File: src/rtl/fetch_stage_pkg.sv
// Shared CPU definitions for the fetch stage: FSM encoding, IF/ID controls,
// bubble word and instruction field positions.
package fetch_stage_pkg;

  typedef enum logic [1:0] {
    FETCH   = 2'd0,
    HOLD    = 2'd1,
    DISCARD = 2'd2
  } fetch_state_t;

  typedef enum logic [1:0] {
    IFID_HOLD   = 2'd0,
    IFID_LOAD   = 2'd1,
    IFID_BUBBLE = 2'd2
  } ifid_op_t;

  localparam int          INSTR_W   = 16;
  localparam logic [15:0] NOP_INSTR = 16'h0000;

  localparam int OPCODE_MSB = 15;
  localparam int OPCODE_LSB = 12;
  localparam int RS_MSB     = 11;
  localparam int RS_LSB     = 8;
  localparam int RT_MSB     = 7;
  localparam int RT_LSB     = 4;

  function automatic logic [3:0] instr_opcode(input logic [INSTR_W-1:0] instr);
    return instr[OPCODE_MSB:OPCODE_LSB];
  endfunction

  function automatic logic [3:0] instr_rs(input logic [INSTR_W-1:0] instr);
    return instr[RS_MSB:RS_LSB];
  endfunction

  function automatic logic [3:0] instr_rt(input logic [INSTR_W-1:0] instr);
    return instr[RT_MSB:RT_LSB];
  endfunction

endpackage

File: src/rtl/ifid_register.sv
// IF/ID pipeline register: loads a fetched instruction, holds it during a
// stall, or replaces it with a bubble.
module ifid_register
  import fetch_stage_pkg::*;
#(
  parameter int          ADDR_W    = 16,
  parameter logic [15:0] NOP_INSTR = fetch_stage_pkg::NOP_INSTR
) (
  input  logic              clk,
  input  logic              rst,
  input  ifid_op_t          op,
  input  logic [15:0]       instr_d,
  input  logic [ADDR_W-1:0] pc_plus1_d,
  output logic              valid,
  output logic [15:0]       instr,
  output logic [ADDR_W-1:0] pc_plus1
);

  // NOTE: sequential state is written with <= so every register samples
  // pre-edge values, independent of statement order.
  always_ff @(posedge clk) begin
    if (rst) begin
      valid    <= 1'b0;
      instr    <= NOP_INSTR;
      pc_plus1 <= '0;
    end else begin
      case (op)
        IFID_LOAD: begin
          valid    <= 1'b1;
          instr    <= instr_d;
          pc_plus1 <= pc_plus1_d;
        end
        IFID_BUBBLE: begin
          valid    <= 1'b0;
          instr    <= NOP_INSTR;
          pc_plus1 <= '0;
        end
        default: ;
      endcase
    end
  end

endmodule

File: src/rtl/fetch_stage.sv
// Instruction-fetch stage: PC, single-outstanding imem handshake with
// stall hold buffer and branch discard, feeding the IF/ID register.
module fetch_stage
  import fetch_stage_pkg::*;
#(
  parameter int                ADDR_W    = 16,
  parameter logic [ADDR_W-1:0] RESET_PC  = '0,
  parameter logic [15:0]       NOP_INSTR = fetch_stage_pkg::NOP_INSTR
) (
  input  logic              clk,
  input  logic              rst,
  input  logic              pc_write,
  input  logic              ifid_write,
  input  logic              branch_taken,
  input  logic [ADDR_W-1:0] branch_target,
  output logic              imem_req,
  output logic [ADDR_W-1:0] imem_addr,
  input  logic              imem_ready,
  input  logic [15:0]       imem_rdata,
  output logic              ifid_valid,
  output logic [15:0]       ifid_instr,
  output logic [ADDR_W-1:0] ifid_pc_plus1,
  output logic [3:0]        ifid_rs,
  output logic [3:0]        ifid_rt
);

  fetch_state_t      state;
  logic [ADDR_W-1:0] pc;
  logic [ADDR_W-1:0] pc_plus1;
  logic [ADDR_W-1:0] stale_addr;
  logic [15:0]       hold_instr;
  logic [ADDR_W-1:0] hold_pc_plus1;
  logic              accept;
  logic              advance;

  ifid_op_t          ifid_op;
  logic [15:0]       ifid_instr_d;
  logic [ADDR_W-1:0] ifid_pc_plus1_d;

  assign pc_plus1  = pc + 1'b1;
  assign accept    = imem_req && imem_ready;
  assign advance   = pc_write && ifid_write;
  // A discarded request keeps presenting the address it was issued with.
  assign imem_addr = (state == DISCARD) ? stale_addr : pc;

  always_ff @(posedge clk) begin
    if (rst) begin
      state         <= FETCH;
      pc            <= RESET_PC;
      imem_req      <= 1'b0;
      stale_addr    <= '0;
      hold_instr    <= NOP_INSTR;
      hold_pc_plus1 <= '0;
    end else if (branch_taken) begin
      pc            <= branch_target;
      imem_req      <= 1'b1;
      hold_instr    <= NOP_INSTR;
      hold_pc_plus1 <= '0;
      if (imem_req && !accept) begin
        state      <= DISCARD;
        stale_addr <= imem_addr;
      end else begin
        state <= FETCH;
      end
    end else begin
      case (state)
        FETCH: begin
          imem_req <= 1'b1;
          if (accept && !advance) begin
            hold_instr    <= imem_rdata;
            hold_pc_plus1 <= pc_plus1;
            state         <= HOLD;
            imem_req      <= 1'b0;
          end else if (accept) begin
            pc <= pc_plus1;
          end
        end
        HOLD: begin
          if (advance) begin
            pc       <= pc_plus1;
            state    <= FETCH;
            imem_req <= 1'b1;
          end
        end
        DISCARD: begin
          if (accept) state <= FETCH;
        end
        default: state <= FETCH;
      endcase
    end
  end

  // NOTE: every always_comb output gets a default first so no path can
  // infer a latch.
  always_comb begin
    ifid_op         = IFID_HOLD;
    ifid_instr_d    = imem_rdata;
    ifid_pc_plus1_d = pc_plus1;
    if (branch_taken) begin
      ifid_op = IFID_BUBBLE;
    end else begin
      case (state)
        FETCH: begin
          if (accept && advance) ifid_op = IFID_LOAD;
          else if (ifid_write)   ifid_op = IFID_BUBBLE;
        end
        HOLD: begin
          if (advance) begin
            ifid_op         = IFID_LOAD;
            ifid_instr_d    = hold_instr;
            ifid_pc_plus1_d = hold_pc_plus1;
          end else if (ifid_write) begin
            ifid_op = IFID_BUBBLE;
          end
        end
        default: begin
          if (ifid_write) ifid_op = IFID_BUBBLE;
        end
      endcase
    end
  end

  ifid_register #(
    .ADDR_W    (ADDR_W),
    .NOP_INSTR (NOP_INSTR)
  ) u_ifid (
    .clk        (clk),
    .rst        (rst),
    .op         (ifid_op),
    .instr_d    (ifid_instr_d),
    .pc_plus1_d (ifid_pc_plus1_d),
    .valid      (ifid_valid),
    .instr      (ifid_instr),
    .pc_plus1   (ifid_pc_plus1)
  );

  assign ifid_rs = instr_rs(ifid_instr);
  assign ifid_rt = instr_rt(ifid_instr);

endmodule

File: config.mk
export PLATFORM = sky130hd
export DESIGN_NAME = fetch_stage
export DESIGN_NICKNAME = d
export VERILOG_FILES = /design/src/rtl/fetch_stage_pkg.sv /design/src/rtl/ifid_register.sv /design/src/rtl/fetch_stage.sv
export SDC_FILE = /design/constraint.sdc
export NUM_CORES = 1
export LEC_CHECK = 0
export BUFFER_PORTS_ARGS = -buffer_cell sky130_fd_sc_hd__clkbuf_2
export CAP_MARGIN = 20
export CORE_MARGIN = 1
export CORE_UTILIZATION = 40
export DETAILED_ROUTE_END_ITERATION = 8
export PLACE_DENSITY = 0.59
export SETUP_SLACK_MARGIN = 0.02
export SYNTH_ARGS = -nofsm -noshare
export SYNTH_HDL_FRONTEND = slang
export SYNTH_SLANG_ARGS = --single-unit
export TNS_END_PERCENT = 5
File: constraint.sdc
create_clock -name clk -period 2.8 [get_ports clk]
set_input_delay 0.14 -clock clk [delete_from_list [all_inputs] [get_ports clk]]
set_output_delay 0.14 -clock clk [all_outputs]
set_load 0.02 [all_outputs]
==> results of run 1 <==
-- cells by family (layout without fill, tap and decap cells) --
group / after synthesis / in the layout / synth area share, %
AND/OR/NAND/NOR: 203 / 203 / 20.78
AO/OA/AOI/OAI: 167 / 167 / 21.57
flip-flops: 100 / 100 / 41.14
buffers and inverters: 66 / 129 / 6.428
multiplexers: 33 / 33 / 7.225
XOR/XNOR: 13 / 13 / 2.340
adder cells (fa/ha/maj): 2 / 2 / 0.5142
-- Yosys cell counts, types with 12 or more instances --
library cell  instances  area [sq um]
nor3_1               13         65.06
nor2_1               43         161.4
o21ai_0              44         220.2
a21oi_1              52         260.3
mux2_2               17         191.4
mux2i_1              16         160.2
dfxtp_1             100          2002
clkbuf_1             37         138.9
nand3_1              24         120.1
a211o_1              17         148.9
buf_4                12         90.09
nand2_1              73         274.0
-- cell usage in the layout, fill, tap and decap left out, types with 10 or more instances in the layout --
cell      instances
xnor2_1          10
nor2_1           42
a21oi_1          52
mux2i_1          16
a211o_1          17
nand2_1          73
mux2_2           17
nand3_1          24
clkbuf_2         95
nor3_1           13
a311oi_1         10
buf_4            10
dfxtp_1         100
o21ai_0          44
-- power by group --
group	total (W)	internal (W)	leakage [nW]	switching, W
Sequential	0.00153	0.00147	0.814	0.0000587
Combinational	0.000421	0.000156	1.13	0.000265
Clock	0.00125	0.000708	0.144	0.000538
Total	0.00320	0.00234	2.09	0.000862
-- repair_timing --
action / CTS / global route
hold buffers: 0 / 0
resized for setup: 0 / 3
endpoints found under the setup margin: 0 / 9
-- registers in the layout (all words and copies together) (netlist names), 2 cells and up --
register,count
state,2
hold_instr,16
pc,16
stale_addr,16
u_ifid.pc_plus1,16
u_ifid.instr,16
hold_pc_plus1,16
-- routing by layer --
layer	part of all wire (%)	wire length (um)
met5	0	0
met3	5.7	731
met2	45	5705
met4	1.3	166
met1	48	6212
-- through the flow --
stage	total power (W)	util, %	hold slack (ps)
floorplan	0.001844	-	240.4
global placement	0.001978	46.07	379.4
finish	0.003199	48.67	25.95
detailed placement	0.001985	46.07	385.8
global route	0.003337	48.67	22.18
CTS	0.003221	48.58	16.98
-- how the worst max path moves through the flow --
stage                     slack [ps]  cells after the start                   from                                to
final                            200                      8  state[0]$_SDFFE_PP0P_  u_ifid.pc_plus1[15]$_SDFFE_PP0P_
after global routing               7                      8  state[0]$_SDFFE_PP0P_  u_ifid.pc_plus1[15]$_SDFFE_PP0P_
after CTS                         80                      9  state[0]$_SDFFE_PP0P_   u_ifid.pc_plus1[8]$_SDFFE_PP0P_
after detailed placement          80                      9  state[0]$_SDFFE_PP0P_   u_ifid.pc_plus1[8]$_SDFFE_PP0P_
after global placement           180                      8  state[0]$_SDFFE_PP0P_   u_ifid.pc_plus1[7]$_SDFFE_PP0P_
after floorplan                  210                      8  imem_req$_SDFFE_PP0P_  u_ifid.pc_plus1[15]$_SDFFE_PP0P_
-- tightest hold or removal path: stages --
cell and delay (ps):
clkbuf_2 90, nand2_1 50, a21oi_1 50
-- cell type report --
| type | count | area share [%] |
|---|---|---|
| Tap cell | 143 | 3.165 |
| Timing Repair Buffer | 107 | 10.29 |
| Sequential cell | 100 | 35.41 |
| Clock inverter | 5 | 0.9296 |
| Clock buffer | 10 | 4.228 |
| Multi-Input combinational cell | 418 | 45.51 |
| Inverter | 7 | 0.4648 |
==> reports/metrics.cfg, run 1 <==
[run_status]
status=finished, violations left
violations=design-rule violations

[timing]
timing.setup.tns_ps=0
slew_violations=0
setup_slack_ps=200.3
clock.fmax_ghz=0.3847
hold_violations=0
slew_headroom_pct=44.74
grt_setup_unrepaired=yes
setup_violations=0
max_slew.worst_pin.slew_ps=828.8
skew_ps=9.071
post-route-period-util_pct=92.84
period_minus_slack_ps=2600

[final_layout]
nets=683
final_cells=790
drive_gt1_share_pct=23.18
n_antenna_cell=0
multi_input_area_sq_um=2572
fill_cells=1145
fin_area_sq_um=5653
register_area_sq_um=2002
area_delta_synth_final_pct=16.17

[drt]
drt_iter0_markers=326
vias_per_cell=5.665
ant_nets=0
routed_wl_um=12820
wire_per_inst_um=16.22
vias=4475
drc=4
firstDrtPassIters=7

[floorplan]
die_width_um=112.3
die_area_sq_um=12610
die_y_um=112.3
fp-row-count=39
initial_utilization_pct=41.90
core_sq_um=11610
io_pins=96

[clock_network]
clkLatencyLatePin_ps=350
cts_buffers=9
cts.root.buffer_cell=clkbuf_16
cts_max_level=3
clk_pin_slew_worst_paths_ps=70
cts_sinks=100
cts_tree=yes
clock_path_buffers=2
post_cts_buffers=0

[synthesis]
netlist_instances=584
yosysWarnings=0
synth_flop_cell=dfxtp_1
ys_types=55
seq_area_frac_synth_pct=41.14
async_flop_share_pct=0
synth_seq_cells=100
synthesis.area_sq_um=4866
synth_edf_count=0
synth_area_per_cell_sq_um=8.332
synth_nets=624

[global_route]
grt_pass1_vias=4092
grtUsageMet3_pct=4.212
use_met2_pct=31.76
antenna_found_initial=0
grt_max_degree=54
top_usage_layer=met2
grt.overflow.total=0
grt_pass1_wl_um=21020
use_met1_pct=29.68
track_usage_pct=20.91

[worst_setup_path]
path_cells=a21oi_1 -> nor2_1 -> nand2_1 -> ha_1 -> nor3_2 -> o21ai_0 -> or4_1 -> o211ai_1
r2r-end=u_ifid.pc_plus1[15]$_SDFFE_PP0P_
r2r-start=state[0]$_SDFFE_PP0P_
start_kind=flip-flop
reg2reg_depth=8
crit_arrival_ps=2880
critPathCaptureType=flip-flop
rrSetupSlack_ps=200
max_stage_delay_ps=550
slowest_stage=or4_1
crit_buf_inv=0
cp.required_ps=3080
worst-setup-path-type=reg2reg
critical_path.top_delay_family=simple AND/OR/NAND/NOR gates
critPathMaxFanout=7

[place]
place.gp.congestion=0.7918
dp_slack_ps=75.30
place_hpwl_um=8838
place_area_sq_um=5350
dp_cells=775
portBuffers=95

[hold_path]
min_path_cells=3
hold-path-endpoint=hold_instr[6]$_SDFFE_PP0P_
hold_start=imem_rdata[6]
hold_class=in2reg

[pwr]
ir_drop_mv=0.2721
pwr_density_cell_nw_per_um2=565.9
cellLeakagePower_nw=2.087

[flow_run]
max-cap-violations=0

Power figures use the tool's default switching activity.
==> inputs of run 2 (changes only) <==
--- a/config.mk
+++ b/config.mk
@@ -14,5 +14,6 @@
 export SETUP_SLACK_MARGIN = 0.02
 export SYNTH_ARGS = -nofsm -noshare
 export SYNTH_HDL_FRONTEND = slang
+export SYNTH_HIERARCHICAL = 1
 export SYNTH_SLANG_ARGS = --single-unit
-export TNS_END_PERCENT = 5
+export TNS_END_PERCENT = 10
==> reports/metrics.cfg, run 2 <==
[run_status]
status=finished clean

[clock_network]
cts_tree=yes
cts_max_level=3
cts-resized-gates=0
cts_sinks=100
clock_path_buffers=2
clk_pin_slew_worst_paths_ps=70
postCtsHoldBufs=0
post_cts_buffers=0
cts.root.buffer_cell=clkbuf_16
clkLatencyLatePin_ps=340
cts_buffers=9

[worst_setup_path]
start_kind=flip-flop
worst-setup-path-type=reg2reg
path_cells=ha_1 -> nand4_1 -> or3_1 -> or4_1 -> a311oi_1
cp.required_ps=3050
r2r-start=pc[0]$_SDFFE_PP0P_
slowest_stage=dfxtp_1
crit_arrival_ps=2600
endpoint=pc[14]$_SDFFE_PP0P_
rrSetupSlack_ps=450
max_stage_delay_ps=530
critical_path.top_delay_family=simple AND/OR/NAND/NOR gates
critPathMaxFanout=9
reg2reg_depth=5
critPathCaptureType=flip-flop
crit_cells=5
r2r-end=pc[14]$_SDFFE_PP0P_
cp-startpoint=pc[0]$_SDFFE_PP0P_
crit_buf_inv=0

[floorplan]
die_y_um=114.0
core_sq_um=12110
die_area_sq_um=12990
initial_utilization_pct=41.40
fp-row-count=40
io_pins=96
die_width_um=114.0

[pwr]
ir_drop_mv=0.3061
pwr_density_cell_nw_per_um2=542.2
cellLeakagePower_nw=2.170
power.total_w=0.003129

[drt]
vias_per_cell=5.060
vias=4068
ant_nets=0
drc=0
wire_per_inst_um=13.89
drt_iter0_markers=138
routed_wl_um=11170
firstDrtPassIters=4

[final_layout]
drive_gt1_share_pct=30.35
mostFrequentLayoutCells=100 x dfxtp_1, 94 x clkbuf_2, 79 x nand2_1, 57 x nor2_1, 45 x a21oi_1
area_delta_synth_final_pct=15.07
final_common_cell=dfxtp_1
n_antenna_cell=0
nets=672
fill_cells=1196

[synthesis]
synth_area_per_cell_sq_um=8.783
synth_flop_cell=dfxtp_1
synth_top_area_share_pct=39.92
async_flop_share_pct=0
yosysTopAreaCell=dfxtp_1
synth_most_common_cell=dfxtp_1
seq_area_frac_synth_pct=39.92
yosysWarnings=6
netlist_instances=571
synth_seq_cells=100
synth_nets=612
ys_types=43
synth_edf_count=0
synthesis.area_sq_um=5015
netlist_top_cells_area=dfxtp_1 40%, o22ai_2 7.5%, mux2_2 7.4%, nand2_1 5.9%, a21oi_1 4.5%
ys_top_cells_by_count=100 x dfxtp_1, 79 x nand2_1, 57 x nor2_1, 45 x a21oi_1, 34 x nand2b_1

[hold_path]
hold_class=in2reg

[global_route]
track_usage_pct=17.44
antenna_found_initial=0
grt.overflow.total=0
grt_pass1_vias=3657
grt_max_degree=47
grt_pass1_wl_um=18080

[timing]
skew_ps=9.910
grt_setup_unrepaired=no
hold_violations=0
slew_headroom_pct=40.00
clock.fmax_ghz=0.4251
period_minus_slack_ps=2352
timing.setup.tns_ps=0
slew_violations=0
setup_violations=0
post-route-period-util_pct=84.01
max_slew.worst_pin.slew_ps=900.0

[place]
place_hpwl_um=7821
place.gp.congestion=0.7504
portBuffers=95

[flow_run]
max-cap-violations=0

[run 2: cell families (layout without fill, tap and decap cells)]
family                   after synthesis  after routing  share of synthesized area, %
AO/OA/AOI/OAI                        122            122                         18.36
buffers and inverters                 62            127                         6.362
AND/OR/NAND/NOR                      215            215                         20.51
multiplexers                          49             49                         10.60
flip-flops                           100            100                         39.92
adder cells (fa/ha/maj)                3              3                        0.7486
XOR/XNOR                              20             20                         3.493
[run 2: power breakdown]
| group | leakage, nW | switching, W | internal, W |
|---|---|---|---|
| clock network | 0.132 | 0.000543 | 0.000629 |
| registers | 0.814 | 0.0000539 | 0.00147 |
| logic | 1.22 | 0.000258 | 0.000172 |
| total | 2.17 | 0.000855 | 0.00227 |
[run 2: layer usage]
layer	track usage (%)	up-vias	share of wire, %
met5	0	-	0
met4	5.022	0	0.91
met3	3.719	9	4.5
met2	27.84	93	45
met1	23.69	1867	50
li1	-	2099	-
[run 2: area by class of cell]
cell class / instances / area (sq um) / share of cell area [%]
multi-input combinational: 409 / 2699 / 46.77
sequential: 100 / 2002 / 34.69
clock buffer: 11 / 242.7 / 4.206
inverter: 5 / 18.77 / 0.3252
clock inverter: 5 / 37.54 / 0.6505
tap: 168 / 210.2 / 3.643
timing repair buffer: 106 / 560.5 / 9.714
[run 2: worst min path at each step]
stage                  startpoint                          to  cells past startpoint
floorplan           imem_rdata[0]  hold_instr[0]$_SDFFE_PP0P_                      2
global route        imem_rdata[8]  hold_instr[8]$_SDFFE_PP0P_                      3
detailed placement  imem_rdata[5]  hold_instr[5]$_SDFFE_PP0P_                      3
global placement    imem_rdata[9]  hold_instr[9]$_SDFFE_PP0P_                      3
finish              imem_rdata[5]  hold_instr[5]$_SDFFE_PP0P_                      3
CTS                 imem_rdata[5]  hold_instr[5]$_SDFFE_PP0P_                      3
[run 2: worst reg2reg max path: cells and delay by family (launching register included)]
family	cells	cell delay (ps)
AND/OR/NAND/NOR	3	1190
flip-flops	1	530
adder cells (fa/ha/maj)	1	310
AO/OA/AOI/OAI	1	240
[run 2: stage by stage]
stage / setup slack [ps] / util (%) / std cells / area, sq um / hold slack (ps)
2_1_floorplan: 396.6 / - / 571 / 5015 / 276.0
3_3_place_gp: 457.6 / 45.33 / 788 / 5490 / 377.0
3_5_place_dp: 445.3 / 45.33 / 788 / 5490 / 385.9
4_1_cts: 425.4 / 47.64 / 804 / 5771 / 17.85
5_1_grt: 263.0 / 47.64 / 804 / 5771 / 37.27
6_report: 447.8 / 47.64 / 804 / 5771 / 28.79
